$ cat src/rtl/weigh_scan_controller.sv
// Weighing transaction sequencer: settle detection, camera scan with retries, serial cost divide.
// Optional running total of accepted costs when TOTAL_CNT_EN is defined.
module weigh_scan_controller #(
    parameter int unsigned MIN_WEIGHT      = 5,
    parameter int unsigned STABLE_SAMPLES  = 4,
    parameter int unsigned WEIGHT_TOL      = 2,
    parameter int unsigned SCAN_TIMEOUT    = 1000,
    parameter int unsigned SCAN_RETRIES    = 2,
    parameter int unsigned PRICE_BANANA    = 120,
    parameter int unsigned PRICE_MARACUJA  = 450,
    parameter int unsigned PRICE_TANGERINA = 230
) (
    input  logic        clk,
    input  logic        rst_n,
    input  logic [15:0] weight_g,
    input  logic        weight_valid,
    output logic        cam_trigger,
    input  logic [2:0]  cam_product,
    input  logic        cam_valid,
    output logic        out_valid,
    input  logic        out_ready,
    output logic [2:0]  item_id,
    output logic [15:0] item_weight,
    output logic [23:0] item_cost,
    output logic        busy,
    output logic        err
`ifdef TOTAL_CNT_EN
    ,
    input  logic        total_clr,
    output logic [31:0] total_cents
`endif
);

    typedef enum logic [2:0] {
        StIdle, StSettle, StScan, StCalc, StPresent, StWaitClear, StError
    } state_e;

    state_e      state_q;
    logic [15:0] ref_q;
    logic [7:0]  stable_cnt_q;
    logic [15:0] timer_q;
    logic [7:0]  retry_q;
    logic [31:0] div_q;
    logic [9:0]  rem_q;
    logic [5:0]  iter_q;
    logic        cam_trigger_q, out_valid_q, busy_q, err_q;
    logic [2:0]  item_id_q;
    logic [15:0] item_weight_q;
    logic [23:0] item_cost_q;

    logic        weight_low, weight_near, id_ok, timeout, quo_bit;
    logic [15:0] weight_diff;
    logic [9:0]  price;
    logic [10:0] rem_shift;
    logic [9:0]  rem_d;

    always_comb begin
        weight_low  = weight_valid && (weight_g < 16'(MIN_WEIGHT));
        weight_diff = (weight_g >= ref_q) ? (weight_g - ref_q) : (ref_q - weight_g);
        weight_near = (weight_diff <= 16'(WEIGHT_TOL));
        id_ok       = (cam_product == 3'b001) || (cam_product == 3'b010) ||
                      (cam_product == 3'b100);
        timeout     = (timer_q == 16'(SCAN_TIMEOUT - 1));
        case (cam_product)
            3'b001:  price = 10'(PRICE_BANANA);
            3'b010:  price = 10'(PRICE_MARACUJA);
            3'b100:  price = 10'(PRICE_TANGERINA);
            default: price = 10'd0;
        endcase
        // Restoring divide by 1000: dividend shifts out of div_q MSB, quotient shifts in at LSB
        rem_shift = {rem_q, div_q[31]};
        quo_bit   = (rem_shift >= 11'd1000);
        rem_d     = quo_bit ? 10'(rem_shift - 11'd1000) : rem_shift[9:0];
    end

    always_ff @(posedge clk) begin
        if (!rst_n) begin
            state_q       <= StIdle;
            ref_q         <= '0;
            stable_cnt_q  <= '0;
            timer_q       <= '0;
            retry_q       <= '0;
            div_q         <= '0;
            rem_q         <= '0;
            iter_q        <= '0;
            cam_trigger_q <= 1'b0;
            out_valid_q   <= 1'b0;
            busy_q        <= 1'b0;
            err_q         <= 1'b0;
            item_id_q     <= '0;
            item_weight_q <= '0;
            item_cost_q   <= '0;
        end else begin
            cam_trigger_q <= 1'b0;
            case (state_q)
                StIdle: begin
                    if (weight_valid && !weight_low) begin
                        ref_q        <= weight_g;
                        stable_cnt_q <= 8'd1;
                        busy_q       <= 1'b1;
                        state_q      <= StSettle;
                    end
                end
                StSettle: begin
                    if (weight_low) begin
                        busy_q  <= 1'b0;
                        state_q <= StIdle;
                    end else if (weight_valid) begin
                        if (!weight_near) begin
                            ref_q        <= weight_g;
                            stable_cnt_q <= 8'd1;
                        end else if (stable_cnt_q + 8'd1 == 8'(STABLE_SAMPLES)) begin
                            item_weight_q <= ref_q;
                            cam_trigger_q <= 1'b1;
                            timer_q       <= '0;
                            retry_q       <= '0;
                            state_q       <= StScan;
                        end else begin
                            stable_cnt_q <= stable_cnt_q + 8'd1;
                        end
                    end
                end
                StScan: begin
                    if (weight_low) begin
                        busy_q  <= 1'b0;
                        state_q <= StIdle;
                    end else if (cam_valid && id_ok) begin
                        item_id_q <= cam_product;
                        div_q     <= 32'(item_weight_q) * 32'(price) + 32'd500;
                        rem_q     <= '0;
                        iter_q    <= '0;
                        state_q   <= StCalc;
                    end else if (cam_valid || timeout) begin
                        if (retry_q < 8'(SCAN_RETRIES)) begin
                            retry_q       <= retry_q + 8'd1;
                            timer_q       <= '0;
                            cam_trigger_q <= 1'b1;
                        end else begin
                            err_q   <= 1'b1;
                            state_q <= StError;
                        end
                    end else begin
                        timer_q <= timer_q + 16'd1;
                    end
                end
                StCalc: begin
                    if (iter_q == 6'd32) begin
                        item_cost_q <= div_q[23:0];
                        out_valid_q <= 1'b1;
                        state_q     <= StPresent;
                    end else begin
                        div_q  <= {div_q[30:0], quo_bit};
                        rem_q  <= rem_d;
                        iter_q <= iter_q + 6'd1;
                    end
                end
                StPresent: begin
                    if (out_ready) begin
                        out_valid_q <= 1'b0;
                        state_q     <= StWaitClear;
                    end
                end
                StWaitClear: begin
                    if (weight_low) begin
                        busy_q  <= 1'b0;
                        state_q <= StIdle;
                    end
                end
                StError: begin
                    if (weight_low) begin
                        err_q   <= 1'b0;
                        busy_q  <= 1'b0;
                        state_q <= StIdle;
                    end
                end
                default: begin
                    busy_q  <= 1'b0;
                    state_q <= StIdle;
                end
            endcase
        end
    end

    assign cam_trigger = cam_trigger_q;
    assign out_valid   = out_valid_q;
    assign item_id     = item_id_q;
    assign item_weight = item_weight_q;
    assign item_cost   = item_cost_q;
    assign busy        = busy_q;
    assign err         = err_q;

`ifdef TOTAL_CNT_EN
    logic [31:0] total_q;
    logic [32:0] total_sum;

    assign total_sum = {1'b0, total_q} + 33'(item_cost_q);

    always_ff @(posedge clk) begin
        if (!rst_n) begin
            total_q <= '0;
        end else if (total_clr) begin
            total_q <= '0;
        end else if (out_valid_q && out_ready) begin
            total_q <= total_sum[32] ? 32'hFFFF_FFFF : total_sum[31:0];
        end
    end

    assign total_cents = total_q;
`endif

endmodule

$ cat config.mk
export PLATFORM = sky130hd
export DESIGN_NAME = weigh_scan_controller
export DESIGN_NICKNAME = d
export VERILOG_FILES = /design/src/rtl/weigh_scan_controller.sv
export SDC_FILE = /design/constraint.sdc
export NUM_CORES = 1
export LEC_CHECK = 0
export BUFFER_PORTS_ARGS = -buffer_cell sky130_fd_sc_hd__buf_4
export CORE_UTILIZATION = 60
export CTS_CLUSTER_SIZE = 40
export DETAILED_ROUTE_END_ITERATION = 6
export PLACE_DENSITY = 0.9
export SLEW_MARGIN = 20
export SYNTH_ARGS = -nofsm -noshare
export SYNTH_HDL_FRONTEND = slang
export SYNTH_SLANG_ARGS = --single-unit
$ cat constraint.sdc
create_clock -name clk -period 9.9 [get_ports clk]
set_input_delay 0.99 -clock clk [delete_from_list [all_inputs] [get_ports clk]]
set_output_delay 0.99 -clock clk [all_outputs]
set_load 0.02 [all_outputs]
# Yosys cells after proc, flatten, opt, wreduce, memory -nomap -nowiden
# Cells that the tools add are included.
[word_totals]
reg_bits = 146
inputBits = 24
out_inout_bits = 47
wordCells = 173
[classes]
addsub = 8
n_mul = 1
order_cmp = 5
n_eq_ne = 37
n_mux = 77
n_bitwise = 2
n_reduce_logical = 28
[op_table]
columns = ["operator", "count"]
rows = [
  ["16-bit two-way mux", 13],
  ["8-bit two-way mux", 13],
  ["32-bit two-way mux", 3],
  ["16-bit case mux with 2 select lines", 2],
  ["32-bit case mux with 2 select lines", 1],
  ["10-bit two-way mux", 4],
  ["3-bit two-way mux", 12],
  ["2-bit != test, second input constant", 16],
  ["8-bit case mux with 2 select lines", 2],
  ["16-bit subtractor", 2],
  ["26-bit by 9-bit adder with 27-bit output, second input constant", 1],
  ["9-bit case mux with 3 select lines", 1],
  ["16-bit by 10-bit multiplier with 26-bit output", 1],
  ["10-bit case mux with 2 select lines", 1],
  ["6-bit two-way mux", 3],
  ["3-bit case mux with 6 select lines", 1],
  ["9-bit AND reduction", 2],
  ["16-bit by 1-bit adder with 16-bit output, second input constant", 1],
  ["8-bit by 1-bit adder with 8-bit output, second input constant", 2],
  ["16-bit by 10-bit equality test with 1-bit output, second input constant", 1],
  ["16-bit >= comparator", 1],
  ["16-bit by 2-bit less-or-equal comparator with 1-bit output, second input constant", 1],
  ["16-bit by 3-bit less-than comparator with 1-bit output, second input constant", 1],
  ["1-bit two-way mux", 16],
  ["other kinds (29)", 57],
]

# Longest topological paths before layout
# Gate-level depths: netlist (run 1).
[depth]
ltp_word = 7
mapped_depth = 26
depth_no_buf = 25

# Least setup slack after synthesis (run 1)
# No wires, ideal clock.
[synth_path]
path_kind = "input to register"
start = "in cam_product[1]"
end = "reg div_q[26]"
arrival_time_ns = 6.529
t_required_ns = 9.770
path_slack_ns = 3.241
stages = 21
cell_sequence = "nor3b_1 clkbuf_1 and2_1 inv_1 fa_1 inv_1 fa_1 fa_1 fa_1 ha_1 ha_1 a21o_1 a21oi_1 o21ai_0 a21oi_1 o21a_1 o21ai_0 nor4b_1 o311ai_0 a2111oi_0 nor3_1"
[synth_via]
elab_chain_len = 7
word_cells_on_any_way = 14
cone_classes = "add/sub: 1; mul: 1; eq/ne: 4; mux: 4; reduce/logical: 4"
[synth_rtl]
columns = ["element", "line_no", "source"]
rows = [
  ["start: declaration", "18", "input logic [2:0] cam_product,"],
  ["3-bit equality test, or another cell as far along", "62, 64", ""],
  ["9-bit case mux with 3 select lines", "64", "case (cam_product)"],
  ["16-bit by 10-bit multiplier with 26-bit output", "129", "div_q <= 32'(item_weight_q) * 32'(price) + 32'd500;"],
  ["26-bit by 9-bit adder with 27-bit output", "129", ""],
  ["32-bit two-way mux", "127", "end else if (cam_valid && id_ok) begin"],
  ["32-bit two-way mux", "124", "if (weight_low) begin"],
  ["32-bit case mux with 2 select lines", "95", "case (state_q)"],
  ["end signal: assignment", "129", ""],
  ["end signal: assignment", "152", "div_q <= {div_q[30:0], quo_bit};"],
  ["end: declaration", "43", "logic [31:0] div_q;"],
]
# Several ways; a longest one is shown, not always the timed one. The select of a mux whose other input is x is not followed.
# A chain may end at the register's enable or synchronous reset.

# Final worst setup path (run 1)
[layout_path]
start = "in cam_product[0]"
end = "reg div_q[26]"
# Same word-level chain as after synthesis.

==> results of run 1 <==
state kept, by name, summed over array words and instances, names as in the netlist, 3 cells and up:
| signal | cells |
|---|---|
| item_weight | 16 |
| item_id | 3 |
| stable_cnt_q | 8 |
| state_q | 3 |
| item_cost | 24 |
| ref_q | 16 |
| rem_q | 10 |
| iter_q | 6 |
| retry_q | 8 |
| timer_q | 16 |
| div_q | 32 |
routing by layer:
layer / GRT usage / up-vias
met3: 0.0634 / 94
met4: 0.134 / 0
met2: 0.493 / 529
met1: 0.383 / 5411
met5: 0 / -
li1: - / 5320
layout make-up:
class	instances	area [µm²]	share of cell area
clock buffers	17	425	0.0308
clock inverters	15	185	0.0134
inverters	165	621	0.0450
multi-input cells	1159	8720	0.632
flip-flops and latches	146	2920	0.212
well taps	270	338	0.0245
repair buffers	78	586	0.0424
placed cells by master (no fill, tap or decap), types with 8 or more instances in the layout:
master	count
o21ai_0	75
a21oi_1	116
a21o_1	18
nor2_1	119
xnor2_1	19
nor4_1	9
or2_2	16
o21a_1	13
and3_1	14
nor2b_1	13
a22oi_1	19
dfxtp_1	146
mux2i_1	38
xor2_1	17
nand3_1	49
ha_1	112
fa_1	92
a31oi_1	18
buf_4	78
and2_1	45
clkbuf_16	17
nand4_1	14
nand2_1	177
inv_1	164
nor3_1	26
or3_1	8
nand2b_1	20
cell families (layout without fill, tap and decap cells):
kind of cell               count (synthesis)  in the layout  share of synthesized area
muxes                                     39             39                     0.0313
and+or+nand+nor                          540            540                      0.207
xor gates and xnor gates                  36             36                     0.0252
AOI/OAI and AO/OA                        340            340                      0.171
DFF                                      146            146                      0.233
buffers and inverters                    231            275                     0.0731
adders and majority gates                204            204                      0.259
worst paths after layout:
kind	from	endpoint	slack (ps)	cells past startpoint
max	cam_product[0]	div_q[26]	2820	20
min	div_q[28]	div_q[29]	450	2
max reg2reg	item_weight[6]	div_q[26]	3770	18
min reg2reg	div_q[28]	div_q[29]	450	2
power groups by stage:
stage | combinational (mW) | sequential, mW | clock, mW
after floorplan | 0.316 | 0.631 | 0
after global placement | 0.382 | 0.643 | 0
after detailed placement | 0.390 | 0.644 | 0
after CTS | 0.396 | 0.630 | 0.652
after global routing | 0.444 | 0.634 | 0.677
final | 0.408 | 0.632 | 0.645
tightest hold or removal path, delay by kind of cell, from the launching register on:
family             cells  cell delay [ps]
DFF                    1              310
and+or+nand+nor        1               50
AOI/OAI and AO/OA      1               50
per-stage QoR:
stage                     area, µm²  utilization  std cells
after floorplan               12500            -       1536
after global placement        13200        0.647       1818
after detailed placement      13200        0.647       1818
after CTS                     13800        0.677       1850
after global routing          13800        0.678       1850
final                         13800        0.678       1850
==> flow_summary.yaml, run 1 <==
grt:
  track_usage: 0.301
  grt_pass1_wl_mm: 52.8
  antenna_found_initial: 0
  grt_max_degree: 110
  gr-total-overflow: 0
  grt_pass1_vias: 11000
placement:
  numPortBuffers: 70
  place.gp.congestion: 0.956
  place_ws_ps: 2100
  hpwlAfterDp_mm: 23.8
setup_path:
  end_kind: "register"
  slowest_stage: "nor3b_4"
  critical_path_class: "in -> reg"
  timing.critical_path.buf_inv: 2
  path_cells: "buf_4, nor3b_4, o21ai_0, inv_1, fa_1, fa_1, fa_1, fa_1, ha_1, ha_1, a21oi_1, o21bai_1, a21oi_1, nor2b_1, a31oi_1, o21ai_0, nor4b_1, o311ai_0, a2111oi_0, nor3_1"
  cp-start-kind: "input pin"
  cp_top_family: "adder cells"
  required_ps: 10210
  crit_top_cell: "fa_1"
  critical_path.max_fanout: 22
  arrival_ps: 7390
  slowest_delay_ps: 660
cells_and_area:
  n_fill_cell: 1500
  n_antenna_cell: 0
  drive_gt1_frac: 0.0905
  final_nets: 1795
  area.growth.synth_to_final_pct: 10.2
routing:
  routed_wl_mm: 31.7
  wl_met3_mm: 2.32
  drc: 0
  drtPass1Iterations: 5
  routed_via_density: 6.14
  ant_nets: 0
  highest_layer: "met4"
  wl_per_cell_um: 17.1
  first_iter_violations: 868
  met2_length_mm: 14.9
  vias: 11400
  wl_met1_mm: 13.4
job:
  cap_violations: 0
sta:
  hold_viol: 0
  period_share: 0.715
  setup_violations: 0
  setup_tns_ps: 0
  tightestPinTransition_ps: 1160
  finalCriticalPeriod_ps: 7080
  whs_ps: 451
  max_freq_mhz: 141
  slew_viol_final: 0
  rsz0062_at_grt: "false"
  slew_headroom: 0.224
  fin_skew_ps: 17.1
  setup_ws_ps: 2820
pwr:
  p_sw_frac: 0.352
  comb_power_share: 0.242
  clkPwrFrac: 0.383
  intPower_mw: 1.09
  irDropWorstVdd_uv: 110
  seqPwrFrac: 0.375
  power.density_nw_per_um2: 122
  report.power.total_mw: 1.69
  p_sw_mw: 0.593
  p_leak_nw: 6.37
yosys:
  synth.top_cells.by_count: "177 x nand2_1, 165 x inv_1, 146 x dfxtp_1, 119 x nor2_1, 116 x a21oi_1"
  synth-edff-count: 0
  ys.warnings.count: 0
  synthesis.nets: 1764
  yosysMostFrequentCell: "nand2_1"
  synth_area_leader_cell: "dfxtp_1"
  ys_ff_latch: 146
  synth_top_cell_area_share: 0.233
  synth_area_um2: 12500
  syn_area_per_cell_um2: 8.15
  synth_ff_type: "dfxtp_1"
  ys_types: 77
  syn_inst: 1536
  synth_seq_area_share: 0.233
  synth-async-reset-ratio: 0
  synth_top_cells_by_area: "dfxtp_1 23%, fa_1 15%, ha_1 11%"
status:
  status: "finished clean"
cts:
  clkTransAtPathRegs_ps: 70
  cts_max_path_buffers: 2
  cts-buffers-inserted: 17
  htree_levels: 4
  cts.repair.resized: 0
  cts-hold-fix-buffers: 0
  postCtsSetupRepairBufs: 0
  insertion_delay_ps: 440
  cts_tree: "built"
  root_buffer: "clkbuf_16"
  numClockSinks: 146
floorplan:
  num_rows: 52
  core-area_um2: 20400
  dieArea_um2: 21500
  start_util: 0.615
  ioPinCount: 71
  fp.dieW_um: 146
  die_y_um: 146
worst_hold_path:
  hp-class: "reg -> reg"
Note: power is estimated with default switching activity, not from simulation.
==> run 2: changes to the inputs <==
clock period = 7.2 ns   (was 9.9 ns; I/O delays follow)
==> run 2 against run 1 <==
Net effect:
- via count decreased by 0.78%
- final area about the same
- global-route usage about the same
- power increased by 38%
- clock-buffer cell count unchanged
- critical path type unchanged
- critical endpoint unchanged
- highest routed layer unchanged
==> flow_summary.yaml, run 2 (synthesis results as in run 1) <==
sta:
  setup_tns_ps: 0
  finalCriticalPeriod_ps: 6670
  hold_viol: 0
  rsz0062_at_grt: "false"
  slew_viol_final: 0
  setup_violations: 0
  period_share: 0.926
  max_freq_mhz: 150
  fin_skew_ps: 15.3
  slew_headroom: 0.316
  tightestPinTransition_ps: 1020
cells_and_area:
  top_register: "div_q"
  layout_common_cells: "177 x nand2_1, 164 x inv_1, 146 x dfxtp_1"
  area.growth.synth_to_final_pct: 10.3
  final_nets: 1798
  largest_reg_flops: 32
  layout_commonest_cell: "nand2_1"
  final_cell_area_um2: 13800
  drive_gt1_frac: 0.0917
  n_fill_cell: 1562
setup_path:
  arrival_ps: 6960
  slowest_stage: "a2111oi_0"
  critical_path_class: "in -> reg"
  cp_top_family: "adder cells"
  slowest_delay_ps: 690
  end_kind: "register"
  path_cells: "buf_4, nor3b_2, buf_12, o21ai_0, inv_1, fa_1, fa_1, fa_1, fa_1, ha_1, ha_1, a21oi_1, o21bai_1, a21oi_1, nor2b_1, a31oi_1, o21ai_0, nor4b_1, o311ai_0, a2111oi_0, nor3_1"
  timing.critical_path.buf_inv: 3
  crit_top_cell: "fa_1"
  cp-start-kind: "input pin"
  critical_path.max_fanout: 31
  required_ps: 7500
cts:
  cts_max_path_buffers: 2
  htree_levels: 4
  cts-hold-fix-buffers: 0
  clkTransAtPathRegs_ps: 70
  root_buffer: "clkbuf_16"
  insertion_delay_ps: 440
  cts_tree: "built"
  cts-buffers-inserted: 17
  postCtsSetupRepairBufs: 0
  numClockSinks: 146
  cts.repair.resized: 0
grt:
  grt_pass1_vias: 10900
  grt_max_degree: 81
  antenna_found_initial: 1
  grt_pass1_wl_mm: 52.5
  track_usage: 0.301
  gr-total-overflow: 0
pwr:
  p_sw_mw: 0.776
  intPower_mw: 1.55
  clkPwrFrac: 0.385
  irDropWorstVdd_uv: 163
  comb_power_share: 0.242
  p_sw_frac: 0.333
  seqPwrFrac: 0.373
  power.density_nw_per_um2: 169
  report.power.total_mw: 2.33
  p_leak_nw: 6.39
routing:
  ant_nets: 0
  vias: 11300
  drtPass1Iterations: 7
  routed_wl_mm: 31.8
  wl_per_cell_um: 17.1
  first_iter_violations: 1117
  routed_via_density: 6.08
  drc: 0
floorplan:
  ioPinCount: 71
  num_rows: 52
  fp.dieW_um: 146
  start_util: 0.615
  die_y_um: 146
  dieArea_um2: 21500
  core-area_um2: 20400
worst_hold_path:
  hp-class: "reg -> reg"
placement:
  numPortBuffers: 70
  place_area_um2: 13200
  hpwlAfterDp_mm: 24.2
  place.gp.congestion: 0.964
job:
  cap_violations: 0
status:
  status: "finished clean"
-- run 2: cell type report --
cell class	count	area [µm²]	share of cell area
antenna	1	2.50	0.000181
clock buffer	17	425	0.0308
clock inverter	14	168	0.0121
inverter	165	621	0.0449
multi-input combinational	1159	8720	0.631
sequential	146	2920	0.212
tap	270	338	0.0245
timing repair buffer	81	621	0.0449
-- run 2: per-layer routing --
metal,track usage,routed length [µm],vias to the layer above
met2,0.499,15100,491
met1,0.382,13200,5384
met5,0,0,-
met4,0.101,787,0
met3,0.0772,2690,68
li1,-,-,5322
-- run 2: final timing paths --
path                     to  cells past startpoint           start  slack [ps]
hold / removal    div_q[31]                      2       div_q[30]         460
setup / recovery  div_q[26]                     21  cam_product[2]         530
hold reg to reg   div_q[31]                      2       div_q[30]         460
setup reg to reg  div_q[26]                     18  item_weight[6]         950
-- run 2: worst register-to-register path: stages, from the launching register on --
cell       delay, ps
dfxtp_1          500
o21ai_0          230
inv_1            130
fa_1             470
fa_1             530
fa_1             520
fa_1             510
ha_1             310
ha_1             380
a21oi_1          210
o21bai_1         110
a21oi_1          270
nor2b_1           80
a31oi_1          190
o21ai_0          140
nor4b_1          440
o311ai_0         300
a2111oi_0        690
nor3_1           100
-- run 2: through the flow --
step,worst slack [ps],hold slack [ps],std cells,utilization
2_1_floorplan,811,428,1536,-
3_3_place_gp,683,436,1821,0.649
3_5_place_dp,262,450,1821,0.649
4_1_cts,704,459,1852,0.678
5_1_grt,353,472,1853,0.678
6_report,532,458,1853,0.678
-- run 2: power groups by stage --
| stage | Sequential, mW | Combinational [mW] | Clock [mW] |
|---|---|---|---|
| final | 0.869 | 0.563 | 0.897 |
| after CTS | 0.867 | 0.548 | 0.900 |
| after global placement | 0.884 | 0.530 | 0 |
| after global routing | 0.872 | 0.609 | 0.942 |
| after detailed placement | 0.885 | 0.542 | 0 |
| after floorplan | 0.868 | 0.434 | 0 |
